## config.mk

```make
export PLATFORM = sky130hd
export DESIGN_NAME = dram_arb_flat
export DESIGN_NICKNAME = d
export VERILOG_FILES = /design/src/rtl/dram_arb_pkg.sv /design/src/rtl/dram_arb_if.sv /design/src/rtl/dram_arb_pick.sv /design/src/rtl/dram_arb.sv /design/src/flat_wrapper.sv
export SDC_FILE = /design/constraint.sdc
export NUM_CORES = 1
export LEC_CHECK = 0
export CORE_AREA = 2 2 114 116
export DETAILED_ROUTE_END_ITERATION = 8
export DIE_AREA = 0 0 116 118
export DONT_BUFFER_PORTS = 1
export GPL_TIMING_DRIVEN = 0
export HOLD_SLACK_MARGIN = 0.15
export PLACE_DENSITY = 0.5
export SLEW_MARGIN = 30
export SYNTH_ARGS = -nofsm -noshare
export SYNTH_HDL_FRONTEND = slang
export SYNTH_SLANG_ARGS = --single-unit
```

## constraint.sdc

```tcl
create_clock -name clk_i -period 5.2 [get_ports clk_i]
set_input_delay 1.3 -clock clk_i [delete_from_list [all_inputs] [get_ports clk_i]]
set_output_delay 1.3 -clock clk_i [all_outputs]
set_load 0.02 [all_outputs]
```

## src/rtl/dram_arb_pkg.sv

```systemverilog
// Shared types for the data-RAM arbiter: owner/read-tag encodings and the muxed request bundle.
package dram_arb_pkg;

  localparam int DRAM_XLEN = 32;

  typedef enum logic {
    OWN_CPU  = 1'b0,
    OWN_HOST = 1'b1
  } owner_t;

  typedef enum logic [1:0] {
    TAG_NONE = 2'd0,
    TAG_CPU  = 2'd1,
    TAG_HOST = 2'd2
  } rd_tag_t;

  typedef struct packed {
    logic                 we;
    logic [DRAM_XLEN-1:0] addr;
    logic [DRAM_XLEN-1:0] wdata;
    logic [3:0]           be;
  } dram_req_t;

  function automatic owner_t other_owner(input owner_t o);
    return (o == OWN_CPU) ? OWN_HOST : OWN_CPU;
  endfunction

endpackage

```

## src/rtl/dram_arb_if.sv

```systemverilog
// One requester port of the data-RAM arbiter (CPU data port or UART host loader).
interface dram_arb_if #(
  parameter int XLEN = 32
);
  logic            req;
  logic            we;
  logic [XLEN-1:0] addr;
  logic [XLEN-1:0] wdata;
  logic [3:0]      be;
  logic            gnt;
  logic            rvld;
  logic [XLEN-1:0] rdata;

  modport master (output req, we, addr, wdata, be, input gnt, rvld, rdata);
  modport slave  (input req, we, addr, wdata, be, output gnt, rvld, rdata);
endinterface

```

## src/rtl/dram_arb_pick.sv

```systemverilog
// Combinational bounded-burst round-robin grant decision plus next owner/burst count.
module dram_arb_pick
  import dram_arb_pkg::*;
#(
  parameter int MAX_BURST = 4,
  parameter int CW        = $clog2(MAX_BURST + 1)
) (
  input  logic          cpu_req,
  input  logic          host_req,
  input  owner_t        owner,
  input  logic [CW-1:0] burst_cnt,
  output logic          cpu_gnt,
  output logic          host_gnt,
  output owner_t        owner_nxt,
  output logic [CW-1:0] cnt_nxt
);

  localparam logic [CW-1:0] CNT_MAX = CW'(MAX_BURST);
  localparam logic [CW-1:0] CNT_ONE = CW'(1);

  owner_t winner;
  logic   any_req;

  always_comb begin
    any_req   = cpu_req || host_req;
    owner_nxt = owner;
    cnt_nxt   = burst_cnt;
    if (cpu_req && host_req) begin
      winner = (burst_cnt < CNT_MAX) ? owner : other_owner(owner);
    end else begin
      winner = cpu_req ? OWN_CPU : OWN_HOST;
    end
    // A lone requester saturates the count so a later contender waits at most MAX_BURST grants.
    if (any_req) begin
      owner_nxt = winner;
      if (winner != owner) begin
        cnt_nxt = CNT_ONE;
      end else if (burst_cnt < CNT_MAX) begin
        cnt_nxt = burst_cnt + CNT_ONE;
      end
    end
    cpu_gnt  = any_req && (winner == OWN_CPU);
    host_gnt = any_req && (winner == OWN_HOST);
  end

endmodule

```

## src/rtl/dram_arb.sv

```systemverilog
// Single-port data-RAM arbiter between CPU and host loader with 1-cycle read-return routing.
// Optional DRAM_ARB_RANGE_CHECK_EN: suppresses out-of-range RAM accesses and raises a sticky err_o.
//
// owner    | meaning
// OWN_CPU  | CPU wins ties until its burst count reaches MAX_BURST
// OWN_HOST | host wins ties until its burst count reaches MAX_BURST
module dram_arb
  import dram_arb_pkg::*;
#(
  parameter int XLEN      = DRAM_XLEN,
  parameter int AW        = 14,
  parameter int MAX_BURST = 4
) (
  input  logic            clk_i,
  input  logic            rst_i,
  dram_arb_if.slave       cpu,
  dram_arb_if.slave       host,
  output logic            ram_en_o,
  output logic [3:0]      ram_we_o,
  output logic [AW-1:0]   ram_addr_o,
  output logic [XLEN-1:0] ram_wdata_o,
  input  logic [XLEN-1:0] ram_rdata_i,
  output logic            err_o
);

  localparam int CW = $clog2(MAX_BURST + 1);

  owner_t          owner_q, owner_d;
  logic [CW-1:0]   cnt_q, cnt_d;
  rd_tag_t         rd_tag_q, rd_tag_d;
  logic            rd_oor_q, rd_oor_d;
  logic            err_q, err_d;
  logic [XLEN-1:0] cpu_rdata_q, cpu_rdata_d;
  logic [XLEN-1:0] host_rdata_q, host_rdata_d;
  logic [XLEN-1:0] ret_data;
  logic            cpu_gnt, host_gnt, gnt_any, oor;
  dram_req_t       sel;

  dram_arb_pick #(
    .MAX_BURST (MAX_BURST),
    .CW        (CW)
  ) u_pick (
    .cpu_req   (cpu.req && !rst_i),
    .host_req  (host.req && !rst_i),
    .owner     (owner_q),
    .burst_cnt (cnt_q),
    .cpu_gnt   (cpu_gnt),
    .host_gnt  (host_gnt),
    .owner_nxt (owner_d),
    .cnt_nxt   (cnt_d)
  );

  always_comb begin
    sel = '0;
    if (cpu_gnt) begin
      sel = '{we: cpu.we, addr: cpu.addr, wdata: cpu.wdata, be: cpu.be};
    end else if (host_gnt) begin
      sel = '{we: host.we, addr: host.addr, wdata: host.wdata, be: host.be};
    end
    gnt_any = cpu_gnt || host_gnt;
`ifdef DRAM_ARB_RANGE_CHECK_EN
    oor   = gnt_any && (sel.addr[XLEN-1:AW+2] != '0);
    err_d = err_q || oor;
`else
    oor   = 1'b0;
    err_d = 1'b0;
`endif
    ram_en_o    = gnt_any && !oor;
    ram_we_o    = (ram_en_o && sel.we) ? sel.be : 4'h0;
    ram_addr_o  = ram_en_o ? sel.addr[AW+1:2] : '0;
    ram_wdata_o = ram_en_o ? sel.wdata : '0;

    rd_tag_d = TAG_NONE;
    if (cpu_gnt && !sel.we) begin
      rd_tag_d = TAG_CPU;
    end else if (host_gnt && !sel.we) begin
      rd_tag_d = TAG_HOST;
    end
    rd_oor_d = oor && !sel.we;

    // Suppressed reads still return a beat, forced to zero instead of stale RAM output.
    ret_data     = rd_oor_q ? '0 : ram_rdata_i;
    cpu.rvld     = (rd_tag_q == TAG_CPU) && !rst_i;
    host.rvld    = (rd_tag_q == TAG_HOST) && !rst_i;
    cpu_rdata_d  = cpu.rvld ? ret_data : cpu_rdata_q;
    host_rdata_d = host.rvld ? ret_data : host_rdata_q;
  end

  assign cpu.gnt    = cpu_gnt;
  assign host.gnt   = host_gnt;
  assign cpu.rdata  = cpu_rdata_d;
  assign host.rdata = host_rdata_d;
  assign err_o      = err_q;

  logic unused_addr_bits;
  assign unused_addr_bits = ^{sel.addr[1:0], sel.addr[XLEN-1:AW+2]};

  always_ff @(posedge clk_i) begin
    if (rst_i) begin
      owner_q      <= OWN_CPU;
      cnt_q        <= '0;
      rd_tag_q     <= TAG_NONE;
      rd_oor_q     <= 1'b0;
      err_q        <= 1'b0;
      cpu_rdata_q  <= '0;
      host_rdata_q <= '0;
    end else begin
      owner_q      <= owner_d;
      cnt_q        <= cnt_d;
      rd_tag_q     <= rd_tag_d;
      rd_oor_q     <= rd_oor_d;
      err_q        <= err_d;
      cpu_rdata_q  <= cpu_rdata_d;
      host_rdata_q <= host_rdata_d;
    end
  end

endmodule

```

## src/flat_wrapper.sv

```systemverilog
// flat-port wrapper written by rule: the top's interface ports become plain ports
module dram_arb_flat import dram_arb_pkg::*;
#(
  parameter int XLEN      = DRAM_XLEN,
  parameter int AW        = 14,
  parameter int MAX_BURST = 4
)
  (clk_i, rst_i, ram_en_o, ram_we_o, ram_addr_o, ram_wdata_o, ram_rdata_i, err_o, cpu_req, cpu_we, cpu_addr, cpu_wdata, cpu_be, cpu_gnt, cpu_rvld, cpu_rdata, host_req, host_we, host_addr, host_wdata, host_be, host_gnt, host_rvld, host_rdata);
  dram_arb_if #(.XLEN(XLEN)) cpu_i ();
  dram_arb_if #(.XLEN(XLEN)) host_i ();
  input  logic clk_i;
  input  logic rst_i;
  output logic ram_en_o;
  output logic [3:0] ram_we_o;
  output logic [AW-1:0] ram_addr_o;
  output logic [XLEN-1:0] ram_wdata_o;
  input  logic [XLEN-1:0] ram_rdata_i;
  output logic err_o;
  input wire logic [$bits(cpu_i.req)-1:0] cpu_req;
  input wire logic [$bits(cpu_i.we)-1:0] cpu_we;
  input wire logic [$bits(cpu_i.addr)-1:0] cpu_addr;
  input wire logic [$bits(cpu_i.wdata)-1:0] cpu_wdata;
  input wire logic [$bits(cpu_i.be)-1:0] cpu_be;
  output wire logic [$bits(cpu_i.gnt)-1:0] cpu_gnt;
  output wire logic [$bits(cpu_i.rvld)-1:0] cpu_rvld;
  output wire logic [$bits(cpu_i.rdata)-1:0] cpu_rdata;
  input wire logic [$bits(host_i.req)-1:0] host_req;
  input wire logic [$bits(host_i.we)-1:0] host_we;
  input wire logic [$bits(host_i.addr)-1:0] host_addr;
  input wire logic [$bits(host_i.wdata)-1:0] host_wdata;
  input wire logic [$bits(host_i.be)-1:0] host_be;
  output wire logic [$bits(host_i.gnt)-1:0] host_gnt;
  output wire logic [$bits(host_i.rvld)-1:0] host_rvld;
  output wire logic [$bits(host_i.rdata)-1:0] host_rdata;
  assign cpu_i.req = cpu_req;
  assign cpu_i.we = cpu_we;
  assign cpu_i.addr = cpu_addr;
  assign cpu_i.wdata = cpu_wdata;
  assign cpu_i.be = cpu_be;
  assign cpu_gnt = cpu_i.gnt;
  assign cpu_rvld = cpu_i.rvld;
  assign cpu_rdata = cpu_i.rdata;
  assign host_i.req = host_req;
  assign host_i.we = host_we;
  assign host_i.addr = host_addr;
  assign host_i.wdata = host_wdata;
  assign host_i.be = host_be;
  assign host_gnt = host_i.gnt;
  assign host_rvld = host_i.rvld;
  assign host_rdata = host_i.rdata;
  dram_arb #(.XLEN(XLEN), .AW(AW), .MAX_BURST(MAX_BURST)) u_core (.clk_i(clk_i), .rst_i(rst_i), .cpu(cpu_i), .host(host_i), .ram_en_o(ram_en_o), .ram_we_o(ram_we_o), .ram_addr_o(ram_addr_o), .ram_wdata_o(ram_wdata_o), .ram_rdata_i(ram_rdata_i), .err_o(err_o));
endmodule
```

==> results of run 1 <==
cell families after synthesis:
| logic type | Yosys count |
|---|---|
| AND/OR/NAND/NOR | 85 |
| flip-flops | 70 |
| multiplexers | 65 |
| AO/OA/AOI/OAI | 62 |
| buffers and inverters | 33 |
| adder cells (fa/ha/maj) | 1 |
| other | 1 |
| XOR/XNOR | 1 |
state kept, by name, indices dropped and copies added, names as in the netlist:
name	count
u_core.owner_q	1
u_core.cpu_rdata_q	32
u_core.host_rdata_q	32
u_core.rd_tag_q	2
u_core.cnt_q	3
stage by stage:
stage	std cells	setup slack (ns)	instance area (µm²)	utilization (%)	power [µW]
3_3_place_gp	490	1.322	3704	29.83	745.6
3_5_place_dp	490	1.331	3704	29.83	747.3
6_report	505	1.360	3980	32.06	1303
2_1_floorplan	318	1.543	3488	-	711.9
4_1_cts	505	1.328	3980	32.06	1322
5_1_grt	505	1.280	3980	32.06	1359
final cells by class:
type / instances / area, µm²
clock buffers: 12 / 256.5
clock inverters: 3 / 20.02
plain buffers: 30 / 206.4
well taps: 172 / 215.2
multi-input cells: 215 / 1869
flip-flops and latches: 70 / 1401
inverters: 3 / 11.26
fillers: 1344 / 8434
critical path, cell delays in order:
cell     delay [ns]
buf_2          0.15
inv_1          0.10
o211a_1        0.18
buf_6          0.13
buf_2          0.29
a22o_1         0.39
metal layers:
metal | up-vias | track usage [%] | routed length [µm]
li1 | 1147 | - | -
met1 | 1195 | 17.36 | 4233
met2 | 170 | 29.28 | 6018
met3 | 15 | 7.312 | 1413
met4 | 0 | 6.250 | 236
met5 | - | 0 | 0
placed cells by master (no fill, tap or decap), drive strengths merged:
master | synthesis | final
ha | 1 | 1
nor4bb | 1 | 1
nor2 | 3 | 3
nor3b | 2 | 2
a21oi | 4 | 4
buf | 22 | 22
inv | 3 | 3
o211a | 1 | 1
mux2 | 64 | 64
nor3 | 1 | 1
a31oi | 1 | 1
a211oi | 1 | 1
and3b | 2 | 2
dfxtp | 70 | 70
or3b | 1 | 1
xor2 | 1 | 1
and2 | 65 | 65
nand2 | 3 | 3
clkinvlp | 0 | 2
o21ai | 3 | 3
a2111oi | 1 | 1
a22o | 46 | 46
clkinv | 0 | 1
a32o | 4 | 4
conb | 1 | 1
nor2b | 3 | 3
mux4 | 1 | 1
clkbuf | 8 | 20
nand2b | 2 | 2
o22ai | 1 | 1
nand3b | 2 | 2
path summary, 6_finish.rpt:
path	depth (start not counted)	end	start
worst min register to register	2	u_core.cnt_q[1]$_SDFFE_PP0P_	u_core.cnt_q[1]$_SDFFE_PP0P_
worst max-delay path	6	ram_addr_o[11]	cpu_req
worst min-delay path	2	u_core.cnt_q[1]$_SDFFE_PP0P_	u_core.cnt_q[1]$_SDFFE_PP0P_
worst max register to register	4	u_core.cpu_rdata_q[22]$_SDFF_PP0_	u_core.rd_tag_q[0]$_SDFF_PP0_
power by group through the flow:
stage	Combinational, µW	Clock [µW]	Sequential [µW]
after floorplan	149	0	563
after global placement	182	0	563
after detailed placement	183	0	564
after CTS	184	585	552
after global routing	192	614	553
final	181	570	552
==> results.sh, run 1 <==
export IMPL_status="finished, final reports clean"
export IMPL_grt_util_all_layers_pct=16.69
export IMPL_post_cts_setup_buffer_count=0
export IMPL_finalHoldViolCount=0
export IMPL_fin_tns_setup_ns=0
export IMPL_post_synth_top_count_cell="dfxtp_1"
export IMPL_ctsHoldBuffers=0
export IMPL_ant_nets=0
export IMPL_yosysUniqueCellTypes=34
export IMPL_drv_cap=0
export IMPL_dr_pass1_iters=4
export IMPL_synth_edf_count=0
export IMPL_synth_mux_area_share_pct=21.31
export IMPL_place_congestion=0.9434
export IMPL_synth_simple_area_share_pct=16.43
export IMPL_crit_arrival_ns=2.54
export IMPL_first_global_vias=2433
export IMPL_ir_drop_v=0.0001392
export IMPL_via_per_inst=5.004
export IMPL_fin_crit_sh_pct=73.84
export IMPL_post_route_drc_count=0
export IMPL_cts_tree="done"
export IMPL_async_flop_share_pct=0
export IMPL_rsz0062_at_grt="false"
export IMPL_synthesis_nets=493
export IMPL_synth_area_leader_cell="dfxtp_1"
export IMPL_die_y_um=118
export IMPL_hp_class="reg2reg"
export IMPL_clkSlewWorstSetupHoldPaths_ns=0.05
export IMPL_start_kind="primary input"
export IMPL_clockBufferDepth=2
export IMPL_cts_sinks=70
export IMPL_worstPathRequired_ns=3.90
export IMPL_portBuffers=0
export IMPL_p_sw_share_pct=27.00
export IMPL_synthTopCellsByArea="dfxtp_1 40%, mux2_2 21%, a22o_1 12%"
export IMPL_overflow=0
export IMPL_ioPinCount=294
export IMPL_grt_antenna_before_repair=0
export IMPL_die_area_um2=13690
export IMPL_fin_skew_ns=0.004848
export IMPL_yosys_register_bits=70
export IMPL_synth_compound_area_share_pct=14.92
export IMPL_syn_inst=318
export IMPL_fp_dieW_um=116
export IMPL_drt_iter0_markers=107
export IMPL_yosysSeqAreaShare_pct=40.17
export IMPL_cts_made_buffers=9
export IMPL_synth_top_family_by_area="multiplexers"
export IMPL_nets=504
export IMPL_powerDensity_nw_per_um2=327.3
export IMPL_diodes=0
export IMPL_synthAdderAreaFrac_pct=0.3587
export IMPL_drive_gt1_share_pct=35.74
export IMPL_wire_per_inst_um=23.57
export IMPL_ys_flop_type="dfxtp_1"
export IMPL_ys_warn_count=0
export IMPL_grt_max_degree=12
export IMPL_combPwrFrac_pct=13.9
export IMPL_power_frac_clock_pct=43.7
export IMPL_min_period_ns=3.840
export IMPL_crit_fanout=10
export IMPL_synthToLayoutAreaGrowth_pct=14.10
export IMPL_r2r_setup_slack_ns=3.41
export IMPL_synth_top_cells_by_count="70 x dfxtp_1, 64 x mux2_2, 50 x and2_1, 46 x a22o_1, 15 x and2_2"
export IMPL_vias=2527
export IMPL_cts_resized_gates=0
export IMPL_grt_pass1_wl_um=16420
export IMPL_syn_avg_cell_area_um2=10.97
export IMPL_seqPwrFrac_pct=42.4
export IMPL_fmax_mhz=260.4
export IMPL_clockRootBuffer="clkbuf_16"
export IMPL_worstSetupPathType="in2out"
export IMPL_htree_levels=3
export IMPL_rows=41
export IMPL_setup_viol=0
export IMPL_p_int_uw=951.0
export IMPL_yosys_area_share_xor_xnor_pct=0.4663
export IMPL_p_leak_uw=0.001650
export IMPL_drv_slew=0
export IMPL_whs_ns=0.5382
export IMPL_synth_top_cell_area_share_pct=40.17
export IMPL_synth_area_um2=3488
export IMPL_core_um2=12410
export IMPL_clk_latency_ns=0.33
export IMPL_floorplan_initialDensity_pct=28.10
export IMPL_drt_total_wl_um=11900
export IMPL_hpwl_um=9814
export IMPL_power_switching_uw=351.7
export IMPL_end_kind="output pin"
(Power assumes the default switching activity.)
==> inputs of run 2 (changes only) <==
Settings changed: PLACE_DENSITY 0.5 to 0.51.
Clock period 5.2 ns to 3.1 ns, I/O delays scaled along.
==> results.sh, run 2 (same netlist as run 1, synthesis figures left out) <==
export IMPL_status="finished, final reports clean"
export IMPL_grt_pass1_wl_um=16100
export IMPL_min_from="host_we"
export IMPL_synthToLayoutAreaGrowth_pct=14.63
export IMPL_final_common_cell="dfxtp_1"
export IMPL_first_global_vias=2572
export IMPL_r2r_setup_slack_ns=1.29
export IMPL_worstSetupEndpoint="ram_wdata_o[15]"
export IMPL_cts_tree="done"
export IMPL_ir_drop_v=0.0002219
export IMPL_die_y_um=118
export IMPL_cp_num_buf_inv=2
export IMPL_grt_util_all_layers_pct=16.25
export IMPL_reg2regPathDepth=4
export IMPL_rows=41
export IMPL_dpl_instance_area_um2=3704
export IMPL_post_route_drc_count=0
export IMPL_layout_common_cells="70 x dfxtp_1, 64 x mux2_2, 50 x and2_1, 46 x a22o_1, 15 x and2_2"
export IMPL_hpwl_um=9427
export IMPL_r2r_end="u_core.cpu_rdata_q[25]$_SDFF_PP0_"
export IMPL_drt_iter0_markers=108
export IMPL_fmax_mhz=351.0
export IMPL_die_area_um2=13690
export IMPL_whs_ns=0.5125
export IMPL_vias=2530
export IMPL_setup_viol=0
export IMPL_fin_skew_ns=0.007833
export IMPL_max_slew_margin_pct=61.91
export IMPL_hp_class="in2reg"
export IMPL_floorplan_initialDensity_pct=28.10
export IMPL_dr_pass1_iters=4
export IMPL_powerDensity_nw_per_um2=561.1
export IMPL_drv_cap=0
export IMPL_portBuffers=0
export IMPL_ioPinCount=294
export IMPL_max_stage_delay_ns=0.46
export IMPL_end_kind="output pin"
export IMPL_crit_fanout=10
export IMPL_cts_sinks=70
export IMPL_min_period_ns=2.849
export IMPL_clockRootBuffer="clkbuf_16"
export IMPL_worstPathRequired_ns=2.32
export IMPL_fillerInstances=1339
export IMPL_drt_total_wl_um=11460
export IMPL_cts_made_buffers=9
export IMPL_timing_final_ws_setup_ns=0.2511
export IMPL_htree_levels=3
export IMPL_path_depth=5
export IMPL_via_per_inst=4.990
export IMPL_crit_arrival_ns=2.07
export IMPL_cts_resized_gates=0
export IMPL_core_um2=12410
export IMPL_worst_path_dominant_cell_family="compound AO/OA/AOI/OAI gates"
export IMPL_fin_crit_sh_pct=91.90
export IMPL_grt_antenna_before_repair=2
export IMPL_wire_per_inst_um=22.60
export IMPL_drv_slew=0
export IMPL_worstSetupStartpoint="rst_i"
export IMPL_tightest_slew_ns=0.5680
export IMPL_ant_nets=0
export IMPL_drive_gt1_share_pct=35.74
export IMPL_r2r_start="u_core.rd_tag_q[0]$_SDFF_PP0_"
export IMPL_worstSetupPathType="in2out"
export IMPL_fp_dieW_um=116
export IMPL_grt_max_degree=12
export IMPL_overflow=0
export IMPL_ctsHoldBuffers=0
export IMPL_crit_path_cell_trace="buf_6, nand2b_1, a21oi_2, buf_1, a22o_1"
export IMPL_post_cts_setup_buffer_count=0
export IMPL_fin_util_pct=32.21
export IMPL_p_leak_uw=0.001661
export IMPL_clkSlewWorstSetupHoldPaths_ns=0.06
export IMPL_reg_top3="u_core.cpu_rdata_q (32), u_core.host_rdata_q (32), u_core.cnt_q (3)"
export IMPL_place_congestion=0.8735
export IMPL_pre_cts_ws_ns=0.2111
export IMPL_post_route_cell_area_um2=3999
export IMPL_clk_latency_ns=0.33
export IMPL_finalHoldViolCount=0
export IMPL_start_kind="primary input"
export IMPL_rsz0062_at_grt="false"
export IMPL_clockBufferDepth=2
export IMPL_nets=504
export IMPL_cpMaxStageDelayCell="a22o_1"
export IMPL_fin_tns_setup_ns=0
## run 2: cell count changes in the layout (fill, tap and decap cells not counted), sizes merged
cell	previous run	this run
clkinv	1	2
clkinvlp	2	1
bufinv	0	1
diode	0	2
clkbuf	20	19
## run 2: worst min path at each step
stage                                                to  slack [ns]  cells after the start
after global routing      u_core.rd_tag_q[1]$_SDFF_PP0_        0.50                      1
after detailed placement   u_core.cnt_q[1]$_SDFFE_PP0P_        0.54                      2
after floorplan            u_core.cnt_q[1]$_SDFFE_PP0P_        0.50                      2
final                     u_core.rd_tag_q[1]$_SDFF_PP0_        0.51                      1
after CTS                 u_core.rd_tag_q[1]$_SDFF_PP0_        0.49                      1
after global placement     u_core.cnt_q[1]$_SDFFE_PP0P_        0.53                      2
## run 2: layout make-up
cell class | instances | area, µm² | share of cell area, %
multi-input combinational | 215 | 1869 | 46.75
tap | 172 | 215.2 | 5.382
inverter | 3 | 11.26 | 0.2816
clock buffer | 11 | 242.7 | 6.070
antenna | 2 | 5.005 | 0.1252
clock inverter | 4 | 47.55 | 1.189
sequential | 70 | 1401 | 35.04
buffer | 30 | 206.4 | 5.163
## run 2: routing by layer
metal,vias up,GRT usage (%),wire length (µm)
met5,-,0,0
met2,155,29.02,6015
met1,1196,16.60,3897
met3,21,5.819,1151
met4,0,7.589,394
li1,1158,-,-
## run 2: worst reg2reg max path, delay by kind of cell (launching register included)
family	cells	cell delay (ns)
multiplexers	1	0.43
AND/OR/NAND/NOR	2	0.63
flip-flops	1	0.38
buffers and inverters	1	0.26
## run 2: where the power goes
group          internal [µW]  switching, µW  total [µW]
logic                   97.5            205         303
clock network            637            377        1010
registers                919           7.82         927
total                   1650            590        2240
## run 2: per-stage QoR
| step | instances | power (µW) |
|---|---|---|
| 4_1_cts | 505 | 2284 |
| 2_1_floorplan | 318 | 1194 |
| 6_report | 507 | 2244 |
| 5_1_grt | 507 | 2342 |
| 3_5_place_dp | 490 | 1253 |
| 3_3_place_gp | 490 | 1251 |
==> inputs of run 3 (changes only) <==
Settings changed: CAP_MARGIN set to 10, HOLD_SLACK_MARGIN 0.15 to 0.05.
==> results of run 3 <==
The final DEF is identical to that of run 2; final timing and power are the same.
==> RTL edit (config.mk and constraints of run 3) <==
Re-encode `rd_tag_t` (3 values) as one-hot, 3 bits wide.
--- a/src/rtl/dram_arb_pkg.sv
+++ b/src/rtl/dram_arb_pkg.sv
@@ -9,8 +9,8 @@
   } owner_t;
 
-  typedef enum logic [1:0] {
-    TAG_NONE = 2'd0,
-    TAG_CPU  = 2'd1,
-    TAG_HOST = 2'd2
+  typedef enum logic [2:0] {
+    TAG_NONE = 3'b001,
+    TAG_CPU  = 3'b010,
+    TAG_HOST = 3'b100
   } rd_tag_t;
 
Function: no difference found for any inputs over 10 cycles, from zero or initial values and one cycle with rst_i high; not proved beyond that.
==> RTL edit against run 3 <==
Register-to-register slack lost 0.06 ns; count of clock-buffer cells in the layout grew 1; setup slack lost 0.095 ns; critical endpoint is now ram_addr_o[2]; synthesized area grew 6.0%; final cell count grew 0.79%; design area grew 5.5%; sequential cell count grew 1; routed wire length grew 11%; largest power group unchanged; power shrank 2.6%; hold slack gained 0.030 ns.
==> RTL edit: results (changes against run 3) <==
FF-to-FF Start u_core.rd_tag_q[0]; Post-Synthesis Net Count 496 (+0.61%); CP top delay family buffers and inverters; Tmin final 2.94 ns (+0.0954 ns); Hold Crit Start u_core.cnt_q[1]; Hold Path Sink u_core.cnt_q[1]; post-synthesis xor/xnor area fraction 0.237% (-0.23 points); Synth Area in Adders 0.338% (-0.020 points); status finished, final reports clean; M1 WL 4.50 mm (+16%); CP max FO 10 (unchanged); CP max stage delay 0.32 ns (-0.14 ns); RR Endpoint u_core.cpu_rdata_q[29]; Post-synth top cells dfxtp_1 (71), and2_1 (66), mux2_4 (58), a22o_1 (46), clkbuf_1 (11); Final nets 507 (+0.60%); first-pass GRT wire length 17.6 mm (+9.2%); clock skew after layout 0.00535 ns (-0.00249 ns); post-DP HPWL 10.5 mm (+11%); vias after detailed routing 2614 (+3.3%); Via density 5.12 (+2.5%); Hold Slack 0.542 ns (+0.0296 ns); Wirelength per Cell 24.8 um (+9.8%); synth top area cells dfxtp_1 (38%), mux2_4 (24%), and2_1 (11%), a22o_1 (11%), buf_6 (2.1%); P_sw 0.547 mW (-7.3%); WHS Path Cells 2 (+1); Placer Congestion 0.919 (+5.3%); M2 GR Usage 30.3% (+1.2 points); Leak 1.72 nW (+3.8%); grt met1 use 18.9% (+2.3 points); grt met3 use 9.37% (+3.6 points); biggest regs u_core.cpu_rdata_q: 32 flops, u_core.host_rdata_q: 32 flops; met3 WL 1.59 mm (+38%); Max Buffers Root-to-Sink 2 (unchanged); Post-CTS Repair Setup Buffers 0 (unchanged); worst reg2reg setup slack 1.23 ns (-0.06 ns); PwrDens 518 nW/um2 (-7.7%); Placed Cells 493 (+0.61%); dpl ws 0.0916 ns (-0.119 ns); met2 WL 6.10 mm (+1.5%); DP Area 3910 um2 (+5.7%); GRT Total Usage 18.0% (+1.8 points); VDD IR max 0.000229 V (+3.4%); First DRT Iteration DRCs 149 (+38%); Cells after Synth 321 (+0.94%); Slew HR 59.5% (-2.4 points); mux contribution to synthesized area 26.0% (+4.7 points); P_clk 1.01 mW (about the same); layout cell share with drive strength beyond 1 32.0% (-3.7 points); P&R area growth vs syn 14.0%; post-synth top area share 38.4% (-1.7 points); Seq. pwr 0.929 mW (about the same); HP Class reg -> reg; First-pass DRT Iterations 4 (unchanged); Fillers 1277 (-4.6%); Compound-Gate Fraction of Synth Area 14.2% (-0.75 points); sequential element share of the synthesized area 38.4% (-1.7 points)
-- RTL edit: cell count changes in the layout (fill, tap and decap cells not counted), sizes merged, moves of 2 or more --
cell	change
nor4b	+2
nor3b	-2
clkbuf	+4
buf	-3
-- RTL edit: worst max path at each step --
stage	start	end	cells after the start
CTS	rst_i	cpu_rdata[29]	4
global route	u_core.owner_q	ram_addr_o[11]	6
global placement	rst_i	cpu_rdata[29]	4
finish	rst_i	ram_addr_o[2]	6
floorplan	rst_i	cpu_rdata[22]	4
detailed placement	rst_i	cpu_rdata[29]	4
-- RTL edit: cell type report --
class | count | area share (%)
multi-input combinational | 216 | 49.4
sequential | 71 | 33.7
clock buffer | 12 | 5.84
tap | 172 | 5.10
buffer | 30 | 4.39
clock inverter | 4 | 1.07
inverter | 4 | 0.356
antenna | 2 | 0.119
-- RTL edit: timing repair --
item,CTS,global route
resized for setup,0,6
hold buffers,0,0
setup endpoints to repair,0,6
